`config.mk`:
```
export PLATFORM = sky130hd
export DESIGN_NAME = acondicionador_botones
export DESIGN_NICKNAME = d
export VERILOG_FILES = /design/src/rtl/ascensor_pkg.sv /design/src/rtl/antirrebote.sv /design/src/rtl/acondicionador_botones.sv
export SDC_FILE = /design/constraint.sdc
export NUM_CORES = 1
export LEC_CHECK = 0
export CORE_UTILIZATION = 35
export DETAILED_ROUTE_END_ITERATION = 10
export SLEW_MARGIN = 20
export SYNTH_ARGS = -nofsm -noshare
export SYNTH_HDL_FRONTEND = slang
export SYNTH_SLANG_ARGS = --single-unit
```
`constraint.sdc`:
```
create_clock -name clk -period 2.2 [get_ports clk]
set_input_delay 0.22 -clock clk [delete_from_list [all_inputs] [get_ports clk]]
set_output_delay 0.22 -clock clk [all_outputs]
set_load 0.02 [all_outputs]
```
`src/rtl/ascensor_pkg.sv`:
```
// Shared elevator definitions: button count and the bit position of every
// call button in the 10-bit button vectors.
package ascensor_pkg;

  localparam int N_BOTONES = 10;

  // Landing calls (floor, direction) followed by the in-car floor buttons.
  localparam int BTN_P1_ARRIBA   = 0;
  localparam int BTN_P2_ARRIBA   = 1;
  localparam int BTN_P2_ABAJO    = 2;
  localparam int BTN_P3_ARRIBA   = 3;
  localparam int BTN_P3_ABAJO    = 4;
  localparam int BTN_P4_ABAJO    = 5;
  localparam int BTN_P1_ASCENSOR = 6;
  localparam int BTN_P2_ASCENSOR = 7;
  localparam int BTN_P3_ASCENSOR = 8;
  localparam int BTN_P4_ASCENSOR = 9;

endpackage

```
`src/rtl/antirrebote.sv`:
```
// One button channel: 2-flop synchronizer, debounce counter and, when
// ATASCO_DETECT_EN is defined, a saturating stuck-press counter.
// 'sube' is a combinational strobe that is high during the cycle whose
// closing edge will raise 'estable'; the top registers it into a pulse.
module antirrebote #(
  parameter int DEBOUNCE_CYCLES = 16,
  parameter int STUCK_CYCLES    = 1000000
) (
  input  logic clk,
  input  logic rst_n,
  input  logic raw,
  output logic estable,
  output logic sube,
  output logic atascado
);

  localparam int CW = $clog2(DEBOUNCE_CYCLES + 1);

  logic          sync_1;
  logic          sync_2;
  logic [CW-1:0] cnt;
  logic          estable_q;
  logic          distinto;
  logic          llega;
  logic          estable_next;

  // Two-flop synchronizer for the asynchronous contact.
  always_ff @(posedge clk or negedge rst_n) begin
    if (!rst_n) begin
      sync_1 <= 1'b0;
      sync_2 <= 1'b0;
    end else begin
      sync_1 <= raw;
      sync_2 <= sync_1;
    end
  end

  // The count is only meaningful while the synchronized level disagrees
  // with the accepted one; the edge that would reach DEBOUNCE_CYCLES flips.
  always_comb begin
    distinto     = sync_2 ^ estable_q;
    llega        = distinto && (cnt == CW'(DEBOUNCE_CYCLES - 1));
    estable_next = llega ? ~estable_q : estable_q;
    sube         = llega && !estable_q;
  end

  // Debounce counter: any agreeing sample restarts the count, so it never wraps.
  always_ff @(posedge clk or negedge rst_n) begin
    if (!rst_n) begin
      cnt       <= '0;
      estable_q <= 1'b0;
    end else if (!distinto) begin
      cnt <= '0;
    end else if (llega) begin
      cnt       <= '0;
      estable_q <= ~estable_q;
    end else begin
      cnt <= cnt + CW'(1);
    end
  end

  assign estable = estable_q;

`ifdef ATASCO_DETECT_EN
  localparam int SW = $clog2(STUCK_CYCLES + 1);

  logic [SW-1:0] cnt_atasco;
  logic          atasco_q;

  // Count cycles spent pressed (saturating); the flag drops on the very
  // edge the debounced level falls, so it keys off the next-state value.
  always_ff @(posedge clk or negedge rst_n) begin
    if (!rst_n) begin
      cnt_atasco <= '0;
      atasco_q   <= 1'b0;
    end else if (!estable_next) begin
      cnt_atasco <= '0;
      atasco_q   <= 1'b0;
    end else if (estable_q) begin
      if (cnt_atasco != SW'(STUCK_CYCLES))
        cnt_atasco <= cnt_atasco + SW'(1);
      if (cnt_atasco == SW'(STUCK_CYCLES - 1))
        atasco_q <= 1'b1;
    end
  end

  assign atascado = atasco_q;
`else
  // Stuck detection compiled out: the flag folds to a constant 0 (the
  // parameter is legal only when non-negative, so the compare is false).
  assign atascado = (STUCK_CYCLES < 0);
`endif

endmodule

```
`src/rtl/acondicionador_botones.sv`:
```
// Button conditioner for the elevator call panel: debounces the 10 raw
// contacts and issues a one-cycle press pulse per accepted press.
// Optional stuck-button detection is enabled by defining ATASCO_DETECT_EN.
module acondicionador_botones
  import ascensor_pkg::*;
#(
  parameter int DEBOUNCE_CYCLES = 16,
  parameter int STUCK_CYCLES    = 1000000
) (
  input  logic                 clk,
  input  logic                 rst_n,
  input  logic [N_BOTONES-1:0] botones_raw,
  input  logic                 inhibir,
  output logic [N_BOTONES-1:0] botones,
  output logic [N_BOTONES-1:0] estables,
  output logic [N_BOTONES-1:0] atascados
);

  logic [N_BOTONES-1:0] sube;

  for (genvar i = 0; i < N_BOTONES; i++) begin : g_canal
    antirrebote #(
      .DEBOUNCE_CYCLES(DEBOUNCE_CYCLES),
      .STUCK_CYCLES   (STUCK_CYCLES)
    ) u_antirrebote (
      .clk     (clk),
      .rst_n   (rst_n),
      .raw     (botones_raw[i]),
      .estable (estables[i]),
      .sube    (sube[i]),
      .atascado(atascados[i])
    );
  end

  // Press pulse lands on the same edge the debounced level rises; an
  // inhibited press is dropped for good rather than deferred.
  always_ff @(posedge clk or negedge rst_n) begin
    if (!rst_n) begin
      botones <= '0;
    end else begin
      botones <= sube & {N_BOTONES{~inhibir}};
    end
  end

endmodule
```
# Word level (Yosys, flattened, before mapping)
# Index checks and enable logic that the tools add are counted.
# classes
n_addsub	10
n_eq_ne	10
muxes	20
n_bitwise	22
reduce_logical	40
# op_table
cell	n
5-bit two-way mux	20
5-bit by 1-bit adder with 5-bit output, second input constant	10
5-bit by 4-bit == test with 1-bit output, second input constant	10
1-bit logical AND	20
2-bit AND reduction	10
1-bit NOT	11
10-bit bitwise AND	1
1-bit logical NOT	10
1-bit bitwise XOR	10
# word_totals
reg_bits	90
input_bits	13
output_inout_bits	30
word_cells	143

# Depth between registers and ports, before layout
# Gate-level depths: netlist of run 1.
# logic_depth
ltp_word	4
mapped_depth	4
depth_no_buf	4

# By module
# A second synthesis of run 1 with hierarchy kept.
# hier_totals
hier_cells	280
area_unflattened_um2	3678.5
# modules_own_cells
mod	instances	cells_each	area_per_inst_um2
antirrebote	10	26	336.6
acondicionador_botones	1	20	312.8

# Worst setup path before layout of run 1
# No wires, ideal clock.
# synth_path
path_type	reg2reg
from	register g_canal[2].u_antirrebote.cnt[0]
to	register g_canal[2].u_antirrebote.estable_q
t_arrival_ps	1050
required_time_ps	2073
slack_ps	1023
stages_incl_launch_ff	5
path_buffers	0
period_less_slack_ps	1177
cell_sequence	dfrtp_1 ha_1 nand3_1 nor2_2 mux2_1
# synth_via
elab_chain_cells	3
# synth_rtl
element	line_no	text
start: declaration	antirrebote.sv:21	logic [CW-1:0] cnt;
start signal: assignment	antirrebote.sv:58	cnt <= cnt + CW'(1);
5-bit by 4-bit == test with 1-bit output	antirrebote.sv:42	llega = distinto && (cnt == CW'(DEBOUNCE_CYCLES - 1));
1-bit logical AND	antirrebote.sv:42	
2-bit AND reduction (no line)	n/a	
end signal: assignment	antirrebote.sv:56	estable_q <= ~estable_q;
end: declaration	antirrebote.sv:22	logic estable_q;
# No other way between the ends.
# A chain may end at the register's enable or synchronous reset.

# Worst setup path after layout of run 1
# layout_path
from	register g_canal[0].u_antirrebote.estable_q
to	output port estables[0]
# layout_lines
element	line_no	text
start: declaration	antirrebote.sv:22	
start signal: assignment	antirrebote.sv:56	
end: declaration	acondicionador_botones.sv:15	output logic [N_BOTONES-1:0] estables,
# No word-level cell between the ends.

==> flow_summary_export.csv, run 1 <==
group,metric,value,unit
power_and_ir_drop,power.share.combinational,5.7,%
yosys,synth_area_leaders,"dfrtp_1 (64%), xor2_1 (7.4%), buf_4 (4.3%)",
clock_network,cts_tree,"yes",
yosys,yosysTopAreaCellShare,63.8,%
clock_network,cts.sinks,90,
yosys,synth_mux_area_share,3.19,%
clock_network,cts.clk_slew.worst_paths,90,ps
run_status,outcome,"completed",
global_route,grtUsageTotal,11.7,%
timing,skew,7.45,ps
floorplanning,io_pins,43,
hold_path,hold_class,"in2reg",
yosys,synth_area,3530,um^2
timing,hold_viol,0,
timing,final.setup.worst_slack,577,ps
route,drt-initial-drc-count,55,
setup_path,critPathMaxFanout,4,
yosys,synth.avg_cell_area,12.6,um^2
clock_network,cts_max_level,3,
yosys,synthAdderAreaFrac,3.55,%
global_route,antenna_found_initial,0,
route,final_antenna_net_count,0,
setup_path,slowest_stage,"clkdlybuf4s50_1",
power_and_ir_drop,switching_share,24.0,%
yosys,synth-async-reset-ratio,100,%
route,drc_errors,0,
yosys,synth-xor-area-share,7.45,%
yosys,synth_top_area_cell,"dfrtp_1",
timing,setup_viol,0,
setup_path,path_buf_inv,1,
layout,diodes,0,
timing,final-max-slew-violation-count,0,
yosys,synth_compound_area_share,1.42,%
clock_network,hold_buffers,1,
yosys,synth.yosys.seq_area_share,63.8,%
floorplanning,row_count,36,
timing,worst_pin_slew,568,ps
clock_network,cts_setup_buffers,0,
floorplanning,die_w,102,um
yosys,yosysWarnings,0,
power_and_ir_drop,ir_worst_vdd,380,uV
yosys,synth_common_cells,"dfrtp_1 (90), nor2_1 (37), xor2_1 (30)",
route,route.vias.total,1935,
setup_path,worstPathRequired,1980,ps
placed_design,dp_cells,436,
layout,finish.instance_area,4130,um^2
clock_network,cts_root_buffer,"clkbuf_8",
global_route,grt_overflow,0,
layout,fin_nets,338,
yosys,ys_ff_latch,90,
floorplanning,die_area,10500,um^2
power_and_ir_drop,power,3050,uW
global_route,grt_start_max_net_pins,45,
power_and_ir_drop,leakage,0.00211,uW
timing,slew_headroom,62.1,%
global_route,grt_pass1_vias,2111,
power_and_ir_drop,power_density,739,nW/um^2
timing,setup_tns,0,ps
yosys,syn_inst,279,
timing,fin_crit,1620,ps
yosys,yosys.area_share.simple,15.3,%
power_and_ir_drop,power_frac_clock,36.7,%
placed_design,pre_cts_slack,734,ps
route,via_per_inst,4.27,
setup_path,worstSetupPathType,"reg2out",
power_and_ir_drop,switchingPower,734,uW
setup_path,cp_slowest_stage_delay,650,ps
layout,drive_gt1_share,12.2,%
floorplanning,start_util,36.1,%
timing,fmax,616,MHz
layout,syn2layout_area_growth,17.2,%
yosys,synth_top_family_by_area,"simple AND/OR/NAND/NOR gates",
placed_design,dpl-instance-area,3920,um^2
yosys,synth_ff_type,"dfrtp_1",
layout,layout.cells.non_filler,453,
placed_design,numPortBuffers,32,
route,wl_per_cell,11.2,um
clock_network,cts_buffers,9,
timing,rsz0062_at_grt,"no",
placed_design,finalWeightedCongestion,0.732,
power_and_ir_drop,p_seq_share,57.6,%
yosys,yosysUniqueCellTypes,16,
floorplanning,core-area,9770,um^2
timing,layout_worst_path_cycle_share,73.8,%
setup_path,start_kind,"flip-flop",
yosys,synth_most_common_cell,"dfrtp_1",
clock_network,cts_resized,0,
floorplanning,die-height,102,um
global_route,grt_pass1_wl,9180,um
clock_network,cts_buffer_depth,2,
setup_path,crit_chain,"clkdlybuf4s50_1",
setup_path,cp-end-kind,"primary output",
route,wirelength,5060,um
route,first_pass_iters,4,
setup_path,crit_family,"buffers and inverters",
job,drv_cap,0,
yosys,synth_edf_count,0,
setup_path,critPathArrivalTime,1400,ps
layout,fillerInstances,946,
placed_design,dpl.hpwl,3590,um
clock_network,clock_latency,350,ps
power_and_ir_drop,p_int,2320,uW
routing by layer:
metal / GRT usage (%) / part of all wire [%] / vias up / routed length [um]
li1: - / - / 951 / -
met1: 14.5 / 47 / 946 / 2370
met2: 18.1 / 47 / 28 / 2370
met3: 3.49 / 4.1 / 10 / 209
met4: 6.92 / 2.2 / 0 / 112
met5: 0 / 0 / - / 0
sequential cells by signal (all words and copies together) (netlist names):
register                       count
g_canal.u_antirrebote.cnt         50
g_canal.u_antirrebote.sync_2      10
g_canal.u_antirrebote.estable     10
botones                           10
g_canal.u_antirrebote.sync_1      10
per-stage QoR:
stage / hold slack, ps / util [%]
after floorplan: -75.6 / -
after global placement: 252 / 40.1
after detailed placement: 261 / 40.1
after CTS: 271 / 42.3
after global routing: 277 / 42.3
final: 294 / 42.3
power groups by stage:
stage               registers [uW]  logic, uW  clock network (uW)
finish                        1760        175                1120
global placement              1790        173                   0
global route                  1770        208                1230
floorplan                     1780        115                   0
detailed placement            1790        181                   0
CTS                           1760        182                1170
layout by cell type, fill, tap and decap left out, types with 2 or more instances in the layout:
cell type,count
and2_1,11
and2_2,2
and3_1,20
buf_4,5
clkbuf_8,9
clkdlybuf4s50_1,31
clkinv_4,2
clkinvlp_4,3
conb_1,10
dfrtp_1,90
ha_1,10
inv_1,7
mux2_1,10
nand3_1,14
nand3_2,6
nor2_1,37
nor2_2,10
o21ai_1,10
xor2_1,30
worst paths after layout:
kind                                             startpoint  cells after the start  slack, ps                               end
max reg2reg                 g_canal[6].u_antirrebote.cnt[0]                      4        910  g_canal[6].u_antirrebote.estable
max in group asynchronous                             rst_n                      3       1190   g_canal[2].u_antirrebote.cnt[0]
min in group asynchronous                             rst_n                      2        380   g_canal[8].u_antirrebote.cnt[3]
min                                          botones_raw[7]                      1        290   g_canal[7].u_antirrebote.sync_1
max                        g_canal[0].u_antirrebote.estable                      1        580                       estables[0]
min reg2reg                 g_canal[8].u_antirrebote.sync_1                      0        350   g_canal[8].u_antirrebote.sync_2
kinds of logic (layout without fill, tap and decap cells):
group	Yosys count	count (layout)
simple gates	100	100
compound gates	10	10
flops	90	90
other cells	1	10
xor+xnor	30	30
fa+ha+maj	10	10
mux	10	10
buf+inv	28	60
layout make-up:
cell class	instances	area [um^2]	share of cell area (%)
flip-flops and latches	90	2250	54.5
repair buffers	37	358	8.66
multi-input cells	170	1130	27.3
well taps	133	166	4.03
inverters	7	26.3	0.636
clock buffers	9	124	3.00
clock inverters	7	78.8	1.91
(Power assumes the default switching activity.)
==> run 2, diff against run 1 <==
clock period = 1.35 ns   (was 2.2 ns; I/O delays follow)
==> run 2 against run 1 <==
  * Die area did not move
  * Routed wire length is essentially flat
  * Global-route usage fell by 0.20 points
  * Sequential share of layout area is 0.54 points lower
  * Worst hold slack lost 80 ps
  * Largest power group unchanged
  * Combinational power grew 71%
  * Clock-buffer cell count rose by 2
==> flow_summary_export.csv, run 2 (synthesis gave the netlist of run 1 again) <==
group,metric,value,unit
floorplanning,start_util,36.1,%
layout,diodes,0,
power_and_ir_drop,leakage,0.00223,uW
layout,final_common_cell,"dfrtp_1",
power_and_ir_drop,power,5150,uW
setup_path,start_kind,"flip-flop",
route,final_antenna_net_count,0,
layout,fillerInstances,944,
route,wirelength,5070,um
global_route,grt_pass1_vias,1918,
clock_network,cts.clk_slew.worst_paths,90,ps
layout,drive_gt1_share,13.1,%
run_status,outcome,"completed",
clock_network,cts.sinks,90,
clock_network,cts_root_buffer,"clkbuf_8",
layout,most-common-layout-cells,"dfrtp_1 (90), nor2_1 (37), xor2_1 (30)",
setup_path,critPathArrivalTime,1500,ps
timing,rsz0062_at_grt,"no",
layout,fin_nets,338,
power_and_ir_drop,power_density,1230,nW/um^2
layout,regMostFlops,"g_canal.u_antirrebote.cnt",
floorplanning,row_count,36,
floorplanning,core-area,9770,um^2
clock_network,cts_tree,"yes",
layout,largest_reg_flops,50,
timing,hold_viol,0,
clock_network,cts_buffers,9,
route,drt-initial-drc-count,66,
global_route,grt_overflow,0,
setup_path,worstSetupPathType,"reg2reg",
setup_path,cp-startpoint,"g_canal[2].u_antirrebote.cnt[0]",
setup_path,worstPathRequired,1590,ps
global_route,grt_pass1_wl,8780,um
route,first_pass_iters,4,
route,via_per_inst,4.28,
timing,layout_worst_path_cycle_share,93.4,%
timing,setup_tns,0,ps
placed_design,numPortBuffers,32,
floorplanning,die_area,10500,um^2
floorplanning,die_w,102,um
setup_path,reg2regPathDepth,4,
layout,final_util,42.7,%
power_and_ir_drop,ir_worst_vdd,486,uV
clock_network,cts_buffer_depth,2,
setup_path,reg2reg_to,"g_canal[2].u_antirrebote.estable",
clock_network,cts_max_level,3,
route,drc_errors,0,
timing,setup_viol,0,
global_route,antenna_found_initial,0,
clock_network,clock_latency,350,ps
global_route,grtUsageTotal,11.5,%
timing,fin_crit,1260,ps
setup_path,critPathMaxFanout,3,
timing,skew,10.5,ps
job,drv_cap,0,
setup_path,regToRegSetupSlack,90,ps
timing,fmax,793,MHz
setup_path,reg2reg_from,"g_canal[2].u_antirrebote.cnt[0]",
route,wl_per_cell,11.2,um
clock_network,cts_setup_buffers,0,
setup_path,critPathCapture,"g_canal[2].u_antirrebote.estable",
timing,final-max-slew-violation-count,0,
floorplanning,io_pins,43,
floorplanning,die-height,102,um
layout,syn2layout_area_growth,18.3,%
placed_design,finalWeightedCongestion,0.716,
setup_path,cp-end-kind,"flip-flop",
global_route,grt_start_max_net_pins,34,
hold_path,hold_class,"in2reg",
route,route.vias.total,1940,
placed_design,dpl.hpwl,3510,um
-- run 2: cell count changes in the layout (fill, tap and decap cells not counted), sizes merged --
cell,before,now
inv,8,7
clkdlybuf4s50,31,11
dlygate4sd2,0,20
clkbuf,9,11
bufinv,1,2
clkinvlp,3,1
-- run 2: timing repair --
item,4_1_cts,5_1_grt
endpoints found under the hold margin,26,0
pin swaps,0,3
setup endpoints to repair,20,2
hold buffers,1,0
resized for setup,20,5
-- run 2: layout make-up --
type / instances / area [um^2] / area share, %
Inverter: 7 / 26.3 / 0.629
Clock buffer: 11 / 141 / 3.39
Tap cell: 133 / 166 / 3.99
Sequential cell: 90 / 2250 / 53.9
Timing Repair Buffer: 37 / 358 / 8.57
Multi-Input combinational cell: 170 / 1150 / 27.6
Clock inverter: 5 / 77.6 / 1.86
-- run 2: metrics by stage --
stage / instance area, um^2 / std cells / hold WS (ps) / setup slack, ps
after global placement: 3950 / 436 / 95.1 / 116
after detailed placement: 3950 / 436 / 98.3 / 82.7
after global routing: 4180 / 453 / 182 / 3.54
after floorplan: 3560 / 288 / -161 / 173
after CTS: 4150 / 453 / 186 / 51.9
final: 4180 / 453 / 213 / 88.9
-- run 2: worst min path at each step --
stage | from | to | slack, ps | depth (start not counted)
after global placement | rst_n | g_canal[8].u_antirrebote.sync_1 | 100 | 1
final | botones_raw[5] | g_canal[5].u_antirrebote.sync_1 | 210 | 1
after CTS | botones_raw[5] | g_canal[5].u_antirrebote.sync_1 | 190 | 1
after global routing | botones_raw[5] | g_canal[5].u_antirrebote.sync_1 | 180 | 1
after detailed placement | rst_n | g_canal[8].u_antirrebote.cnt[3] | 100 | 1
after floorplan | rst_n | botones[0] | -160 | 0
-- run 2: report_power, final --
| group | internal [uW] | switching (uW) | total, uW |
|---|---|---|---|
| logic | 129 | 170 | 300 |
| clock network | 1090 | 895 | 1980 |
| registers | 2800 | 75.5 | 2870 |
-- run 2: routing by layer --
metal,GRT usage (%),share of wire (%),up-vias
met4,7.91,1.7,0
li1,-,-,953
met1,14.2,47,953
met2,17.4,48,28
met5,0,0,-
met3,3.35,3.4,6
-- run 2: worst max-delay path: stages (launching register included) --
cell     delay (ps)
dfrtp_1         380
ha_2            210
nand3_2         100
nor2_2          140
mux2_1          320
